File: src/rtl/usb_rx_pkg.sv
// Shared types and constants for the USB receive NRZI decode / bit-unstuff path.
package usb_rx_pkg;

    typedef enum logic [1:0] {
        ST_IDLE         = 2'd0,
        ST_RECV         = 2'd1,
        ST_EXPECT_STUFF = 2'd2,
        ST_ERR          = 2'd3
    } rx_state_t;

    localparam int unsigned STUFF_LIMIT = 6;
    localparam int unsigned BYTE_BITS   = 8;
    localparam int unsigned ONES_W      = 3;
    localparam int unsigned IDX_W       = $clog2(BYTE_BITS);

    // A line level equal to the previous one means a decoded 1.
    function automatic logic nrzi_decode(input logic level, input logic prev_level);
        return ~(level ^ prev_level);
    endfunction

endpackage

File: src/rtl/unstuff_ones_counter.sv
// Consecutive-ones counter, saturating at STUFF_LIMIT; hit_o flags the enable that reaches it.
module unstuff_ones_counter
    import usb_rx_pkg::*;
(
    input  logic clk,
    input  logic rst,
    input  logic clear_i,
    input  logic count_en_i,
    output logic hit_o
);

    localparam logic [ONES_W-1:0] LIMIT    = ONES_W'(STUFF_LIMIT);
    localparam logic [ONES_W-1:0] LIMIT_M1 = ONES_W'(STUFF_LIMIT - 1);

    logic [ONES_W-1:0] cnt_q;
    logic [ONES_W-1:0] cnt_d;

    always_comb begin
        cnt_d = cnt_q;
        if (clear_i) begin
            cnt_d = '0;
        end else if (count_en_i && (cnt_q != LIMIT)) begin
            cnt_d = cnt_q + ONES_W'(1);
        end
    end

    always_ff @(posedge clk) begin
        if (rst) begin
            cnt_q <= '0;
        end else begin
            cnt_q <= cnt_d;
        end
    end

    // Combinational so the FSM can move to EXPECT_STUFF on the same edge as the 6th one.
    assign hit_o = count_en_i && !clear_i && (cnt_q == LIMIT_M1);

endmodule

File: src/rtl/usb_rx_unstuff.sv
// USB RX NRZI decoder and bit unstuffer with LSB-first byte assembly.
// bit/byte outputs are registered one cycle after the accepted shift_en strobe.
module usb_rx_unstuff
    import usb_rx_pkg::*;
(
    input  logic       clk,
    input  logic       rst,
    input  logic       d_in,
    input  logic       shift_en,
    input  logic       rx_active,
    output logic       bit_out,
    output logic       bit_valid,
    output logic [7:0] rx_byte,
    output logic       byte_valid,
    output logic       stuff_err
);

    localparam logic [IDX_W-1:0] LAST_IDX = IDX_W'(BYTE_BITS - 1);

    rx_state_t            state_q;
    logic                 prev_level_q;
    logic [IDX_W-1:0]     idx_q;
    logic [BYTE_BITS-1:0] shreg_q;

    logic                 accept;
    logic                 decoded;
    logic                 ones_clear;
    logic                 ones_en;
    logic                 ones_hit;
    logic [BYTE_BITS-1:0] shreg_nxt;

    assign accept    = shift_en && rx_active &&
                       ((state_q == ST_RECV) || (state_q == ST_EXPECT_STUFF));
    assign decoded   = nrzi_decode(d_in, prev_level_q);
    assign shreg_nxt = {decoded, shreg_q[BYTE_BITS-1:1]};

    assign ones_en    = accept && (state_q == ST_RECV) && decoded;
    assign ones_clear = !rx_active ||
                        (accept && ((state_q == ST_EXPECT_STUFF) || !decoded));

    unstuff_ones_counter u_ones (
        .clk        (clk),
        .rst        (rst),
        .clear_i    (ones_clear),
        .count_en_i (ones_en),
        .hit_o      (ones_hit)
    );

    always_ff @(posedge clk) begin
        if (rst) begin
            state_q      <= ST_IDLE;
            prev_level_q <= 1'b1;
            idx_q        <= '0;
            shreg_q      <= '0;
            bit_out      <= 1'b0;
            bit_valid    <= 1'b0;
            rx_byte      <= 8'h00;
            byte_valid   <= 1'b0;
            stuff_err    <= 1'b0;
        end else begin
            bit_valid  <= 1'b0;
            byte_valid <= 1'b0;
            if (!rx_active) begin
                // Packet end wins over a coincident strobe; partial byte is dropped.
                state_q      <= ST_IDLE;
                prev_level_q <= 1'b1;
                idx_q        <= '0;
                shreg_q      <= '0;
                stuff_err    <= 1'b0;
            end else begin
                case (state_q)
                    ST_IDLE: begin
                        state_q <= ST_RECV;
                    end
                    ST_RECV: begin
                        if (accept) begin
                            prev_level_q <= d_in;
                            bit_out      <= decoded;
                            bit_valid    <= 1'b1;
                            shreg_q      <= shreg_nxt;
                            idx_q        <= idx_q + IDX_W'(1);
                            if (idx_q == LAST_IDX) begin
                                rx_byte    <= shreg_nxt;
                                byte_valid <= 1'b1;
                            end
                            if (ones_hit) begin
                                state_q <= ST_EXPECT_STUFF;
                            end
                        end
                    end
                    ST_EXPECT_STUFF: begin
                        if (accept) begin
                            prev_level_q <= d_in;
                            if (decoded) begin
                                stuff_err <= 1'b1;
                                state_q   <= ST_ERR;
                            end else begin
                                state_q   <= ST_RECV;
                            end
                        end
                    end
                    ST_ERR: begin
                        state_q <= ST_ERR;
                    end
                    default: begin
                        state_q <= ST_IDLE;
                    end
                endcase
            end
        end
    end

endmodule

File: config.mk
export PLATFORM = sky130hd
export DESIGN_NAME = usb_rx_unstuff
export DESIGN_NICKNAME = d
export VERILOG_FILES = /design/src/rtl/usb_rx_pkg.sv /design/src/rtl/unstuff_ones_counter.sv /design/src/rtl/usb_rx_unstuff.sv
export SDC_FILE = /design/constraint.sdc
export NUM_CORES = 1
export LEC_CHECK = 0
export ABC_CLOCK_PERIOD_IN_PS = 3900
export BUFFER_PORTS_ARGS = -buffer_cell sky130_fd_sc_hd__buf_2
export CAP_MARGIN = 20
export CORE_ASPECT_RATIO = 1.75
export CORE_UTILIZATION = 25
export CTS_CLUSTER_SIZE = 8
export DETAILED_ROUTE_END_ITERATION = 12
export HOLD_SLACK_MARGIN = 0.1
export REMOVE_ABC_BUFFERS = 1
export SLEW_MARGIN = 30
export SYNTH_ARGS = -nofsm -noshare
export SYNTH_HDL_FRONTEND = slang
export SYNTH_SLANG_ARGS = --single-unit
File: constraint.sdc
create_clock -name clk -period 3.9 [get_ports clk]
set_clock_uncertainty 0.2 [all_clocks]
set_input_delay 0.195 -clock clk [delete_from_list [all_inputs] [get_ports clk]]
set_output_delay 0.195 -clock clk [all_outputs]
set_load 0.005 [all_outputs]
* Word-level counts from Yosys, hierarchy flattened
Cells that the tools add are included.
** Word-level totals
- Flip-flop bits (word level) :: 29
- Input bits :: 5
- Output and inout port bits :: 12
** Operators by class
- Add/subtract/negate cells :: 2
- Equality and inequality tests :: 9
- Mux-type cells :: 7
- Bitwise logic cells :: 5
- Reduce and logical (&&, ||, !) cells :: 25
** Operator list (count)
- AND reduction 3 bit :: 3
- logical AND 1 bit :: 8
- 2-to-1 mux 2 bit :: 4
- case mux 2 bit (4 select lines) :: 1
- adder 3 x 1 -> 3 bit (second input constant) :: 2
- == test 3 bit (second input constant) :: 2
- != test 2 bit (second input constant) :: 3
- OR reduction 2 bit :: 3
- == test 2 bit (second input constant) :: 2
- inverter 1 bit :: 4
- AND reduction 2 bit :: 2
- AND reduction 4 bit :: 1
- OR reduction 4 bit :: 1
- logical OR 1 bit :: 3
- != test 3 bit (second input constant) :: 1
- OR reduction 3 bit :: 1
- == test 2 x 1 -> 1 bit (second input constant) :: 1
- zero test 1 bit :: 2
- zero test 2 bit :: 1
- 2-to-1 mux 1 bit :: 2
- XOR 1 bit :: 1

* Logic depth before layout (Yosys ltp)
- Depth after elaboration :: 11
- Gate-level depth with buffers :: 7
- Mapped depth without buffers :: 6

* Hierarchy
From an unflattened synthesis, not the netlist that was laid out.
** Second synthesis, totals
- Cell total of the unflattened synthesis :: 131
- Area total of the unflattened synthesis :: 1229.9 um^2
** By module, submodules not included
- usb_rx_unstuff :: instances 1, cells an instance 112, area each 1027.2 um^2, seq. area each 500.5 um^2
- unstuff_ones_counter :: instances 1, cells an instance 19, area each 202.7 um^2, seq. area each 60.1 um^2

* Worst setup path before layout
No wires, ideal clock.
- Kind :: register -> register
- From :: register state_q[0]
- To :: register rx_byte[7]
- Arrival :: 1.519 ns
- Slack :: 2.054 ns
- Cell stages (with the launch flop) :: 8
- Buffers on the path :: 1
- Path through :: dfxtp_1 -> inv_1 -> ha_1 -> and3b_2 -> and3_1 -> buf_6 -> mux2i_1 -> nor2_1
** Between the ends
- Longest elaborated chain between the ends :: 4
- Elaborated cells on any way between the ends :: 5
** RTL lines
- from (decl) :: line usb_rx_unstuff.sv:20 : rx_state_t state_q;
- from (signal assigned) :: line usb_rx_unstuff.sv:51 : state_q <= ST_IDLE;
- from (signal assigned) :: line usb_rx_unstuff.sv:65 : state_q <= ST_IDLE;
- from (signal assigned) :: line usb_rx_unstuff.sv:73 : state_q <= ST_RECV;
- == test 2 x 1 -> 1 bit / == test 2 bit (equally long branches) :: line usb_rx_unstuff.sv:33, usb_rx_unstuff.sv:71
- logical OR 1 bit :: line usb_rx_unstuff.sv:33 : ((state_q == ST_RECV) || (state_q == ST_EXPECT_STUFF));
- logical AND 1 bit :: line usb_rx_unstuff.sv:32 : assign accept = shift_en && rx_active &&
- AND reduction 4 bit (no source line) *
- to (signal assigned) :: line usb_rx_unstuff.sv:83 : rx_byte <= shreg_nxt;
- to (decl) :: line usb_rx_unstuff.sv:13 : output logic [7:0] rx_byte,
Every way passes the cells marked *; elsewhere a longest branch is shown, timed or not.
A chain may end at the register's enable or synchronous reset.

* Worst setup path in the final report
- From :: register state_q[0]
- To :: register rx_byte[5]
Same word-level chain as after synthesis.

==> impl_metrics.ini <==
[synth]
synth_seq_cells = 28
netlist_area_um2 = 1190
synthDominantCellAreaShare_pct = 47.3
synth_largest_area_cell = dfxtp_1
synth_area_leaders = dfxtp_1, ha_1, mux2i_1
synth_seq_area_share_pct = 47.3
mean_syn_cell_area_um2 = 9.27
post_synth_inst_count = 128
yosys.cell_types.count = 27
synth_warnings = 0

[worst_setup_path]
start_kind = register
timing.critical_path.required_ns = 3.86
type_of_the_worst_setup_path = reg -> reg
critical_path.slowest_cell = and3_1
r2r_start = state_q[0]$_SDFFE_PP0P_
ff2ff_path_depth = 6
reg2reg_setup_slack_ns = 1.73
crit_path_cell_trace = inv_1, ha_1, and3b_2, and3_1, mux2i_1, nor2_1
setup.worst_path.end_class = register
worst_r2r_endpoint = rx_byte[5]$_SDFFE_PP0P_
crit_path_max_incr_delay_ns = 0.47
crit_fanout = 8
critPathArrivalTime_ns = 2.13

[place]
gp_congestion = 0.755
postPlaceCellArea_um2 = 1300
numPortBuffers = 16
place_hpwl_um = 1730

[sta]
maximum_achievable_frequency_mhz = 461
grt_setup_unrepaired = no
final_period_minus_worst_setup_slack_ns = 2.17
drv_slew = 0
timing.final.setup_violations = 0
layout_worst_path_cycle_share_pct = 55.6
worst_pin_slew_ns = 0.562
hold_violations = 0
setup_total_negative_slack_ns = 0
worst_slew_margin_rel_pct = 62.5
fin_worst_hold_slack_ns = 0.149

[cells_and_area]
antenna_cells = 0
layout.filler_cells = 496
layout.cell_area.non_filler_um2 = 1360
flow.area_growth_from_synthesis_pct = 15.0
finish.net_count = 159
final_cell_utilization_of_the_core_pct = 30.4
drive_gt1_share_pct = 14.6

[routing]
detail_route.drc_violations = 0
detail_route.first_pass.iterations = 4
drt-initial-drc-count = 36
routed_wirelength_um = 2260
vias = 892
ant_nets = 0
drt-wirelength-per-cell_um = 11.6
drt-vias-per-instance = 4.57

[clock_network]
post_cts_buffers = 0
clk-insertion-delay-late_ns = 0.27
max-clock-path-buffers = 2
root_buffer = clkbuf_8
cts.clk_slew.worst_paths_ns = 0.09
tritoncts_num_sinks = 28
number_of_gates_resized_after_cts = 0
cts_buffers = 3
ctsHoldBuffers = 2
clock_tree_from_tritoncts = done
htreeDepth = 1

[worst_hold_path]
worst_hold_path.endpoint = prev_level_q$_SDFFE_PP1P_
hold_path.startpoint = rx_active
timing.hold.worst_path_depth = 3
holdCritPathClass = in -> reg

[die]
initial_cell_density_of_the_core_pct = 26.5
ioPinCount = 17
num_rows = 32
die_h_um = 93.1
die_w_um = 54.1
die_area_um2 = 5040
floorplan.core_area_um2 = 4480

[job]
max_cap_viol_count = 0

[global_routing]
number_of_antenna_violations_at_the_first_check_in_global_routing = 0
pin_count_of_the_biggest_net_entering_global_routing = 15
grtUsageTotal_pct = 10.4
overflow = 0
grt.met2_usage_pct = 17.0
use_met1_pct = 12.2
grt_pass1_wl_um = 3790
busiest_layer = met2
grt_pass1_vias = 847
met3_global_route_usage_pct = 1.95

[pwr]
power_dens_cells_nw_per_um2 = 344
worst_ir_drop_vdd_mv = 0.151
leakage_nw = 0.530

[run_status]
status = finished clean
-- routing by layer --
| metal | up-vias | wire, um |
|---|---|---|
| li1 | 465 | - |
| met1 | 405 | 1010 |
| met2 | 17 | 1120 |
| met3 | 5 | 77 |
| met4 | 0 | 57 |
| met5 | - | 0 |
-- power by group --
part	internal (mW)	switching, mW
Combinational	0.00988	0.0174
Clock	0.0693	0.0833
Sequential	0.287	0.00165
-- per-stage QoR --
step	std cells	power, mW	worst slack, ns
floorplan	123	0.311	1.93
global placement	190	0.321	1.78
detailed placement	190	0.322	1.73
CTS	195	0.475	1.72
global route	195	0.489	1.54
finish	195	0.469	1.73
-- synth_stat cells --
master and count:
nor2_1 15, mux2i_1 10, nand4_1 1, and4b_1 2, ha_1 8, or3_1 1
nor2b_1 2, o21ai_0 2, xor2_1 1, a21oi_1 13, clkbuf_1 3, a211oi_1 2
nand2_1 19, buf_6 1, nand3_1 1, inv_1 4, and3_1 3, xnor2_1 3
dfxtp_1 28, buf_2 1, a211oi_2 1, nand3b_1 1, and3b_2 1, a31oi_1 1
a211o_1 1, nor3_1 2, nand2b_1 1
-- cells in the final DEF (no fill, tap or decap), types with 2 or more instances in the layout --
| master | instances |
|---|---|
| nor3_1 | 2 |
| a21oi_1 | 13 |
| buf_2 | 16 |
| dfxtp_1 | 28 |
| and3_1 | 3 |
| ha_1 | 8 |
| xnor2_1 | 3 |
| nand2_1 | 19 |
| nor2b_1 | 2 |
| a211oi_1 | 2 |
| mux2i_1 | 10 |
| and4b_1 | 2 |
| inv_1 | 4 |
| dlygate4sd3_1 | 2 |
| clkbuf_8 | 3 |
| o21ai_0 | 2 |
| nor2_1 | 15 |
-- how the worst max path moves through the flow --
stage                                         endpoint  depth (start not counted)                     from  slack, ns
after floorplan                rx_byte[0]$_SDFFE_PP0P_                          6  state_q[0]$_SDFFE_PP0P_       1.93
after global placement         rx_byte[0]$_SDFFE_PP0P_                          6  state_q[0]$_SDFFE_PP0P_       1.78
after detailed placement       rx_byte[2]$_SDFFE_PP0P_                          6  state_q[0]$_SDFFE_PP0P_       1.73
after CTS                      rx_byte[5]$_SDFFE_PP0P_                          6  state_q[0]$_SDFFE_PP0P_       1.72
after global routing      u_ones.cnt_q[1]$_SDFFE_PP0P_                          6  state_q[1]$_SDFFE_PP0P_       1.54
final                          rx_byte[5]$_SDFFE_PP0P_                          6  state_q[0]$_SDFFE_PP0P_       1.73
-- worst max-delay path, delay by kind of cell, from the launching register on --
| kind | cells | cell delay [ns] |
|---|---|---|
| and+or+nand+nor | 3 | 0.81 |
| DFF | 1 | 0.39 |
| adders and majority gates | 1 | 0.35 |
| muxes | 1 | 0.24 |
| buffers and inverters | 1 | 0.08 |
-- cell type report --
class / instances / area [um^2] / share of cell area, %
inverter: 4 / 15.0 / 1.10
sequential: 28 / 561 / 41.1
clock buffer: 3 / 41.3 / 3.03
tap: 51 / 63.8 / 4.68
multi-input combinational: 91 / 583 / 42.8
timing repair buffer: 18 / 100 / 7.34
-- logic make-up (layout without fill, tap and decap cells) --
group | after synthesis | after routing | synth area share, %
XOR/XNOR | 4 | 4 | 2.95
adder cells (fa/ha/maj) | 8 | 8 | 8.44
flip-flops | 28 | 28 | 47.3
multiplexers | 10 | 10 | 8.44
buffers and inverters | 9 | 25 | 3.59
AO/OA/AOI/OAI | 20 | 20 | 9.92
AND/OR/NAND/NOR | 49 | 49 | 19.4
-- state kept, by name, summed over array words and instances (netlist names) --
name / flops
idx_q: 3
stuff_err: 1
shreg_q: 7
u_ones.cnt_q: 3
state_q: 2
rx_byte: 8
prev_level_q: 1
bit_valid: 1
bit_out: 1
byte_valid: 1
(Power assumes the default switching activity.)
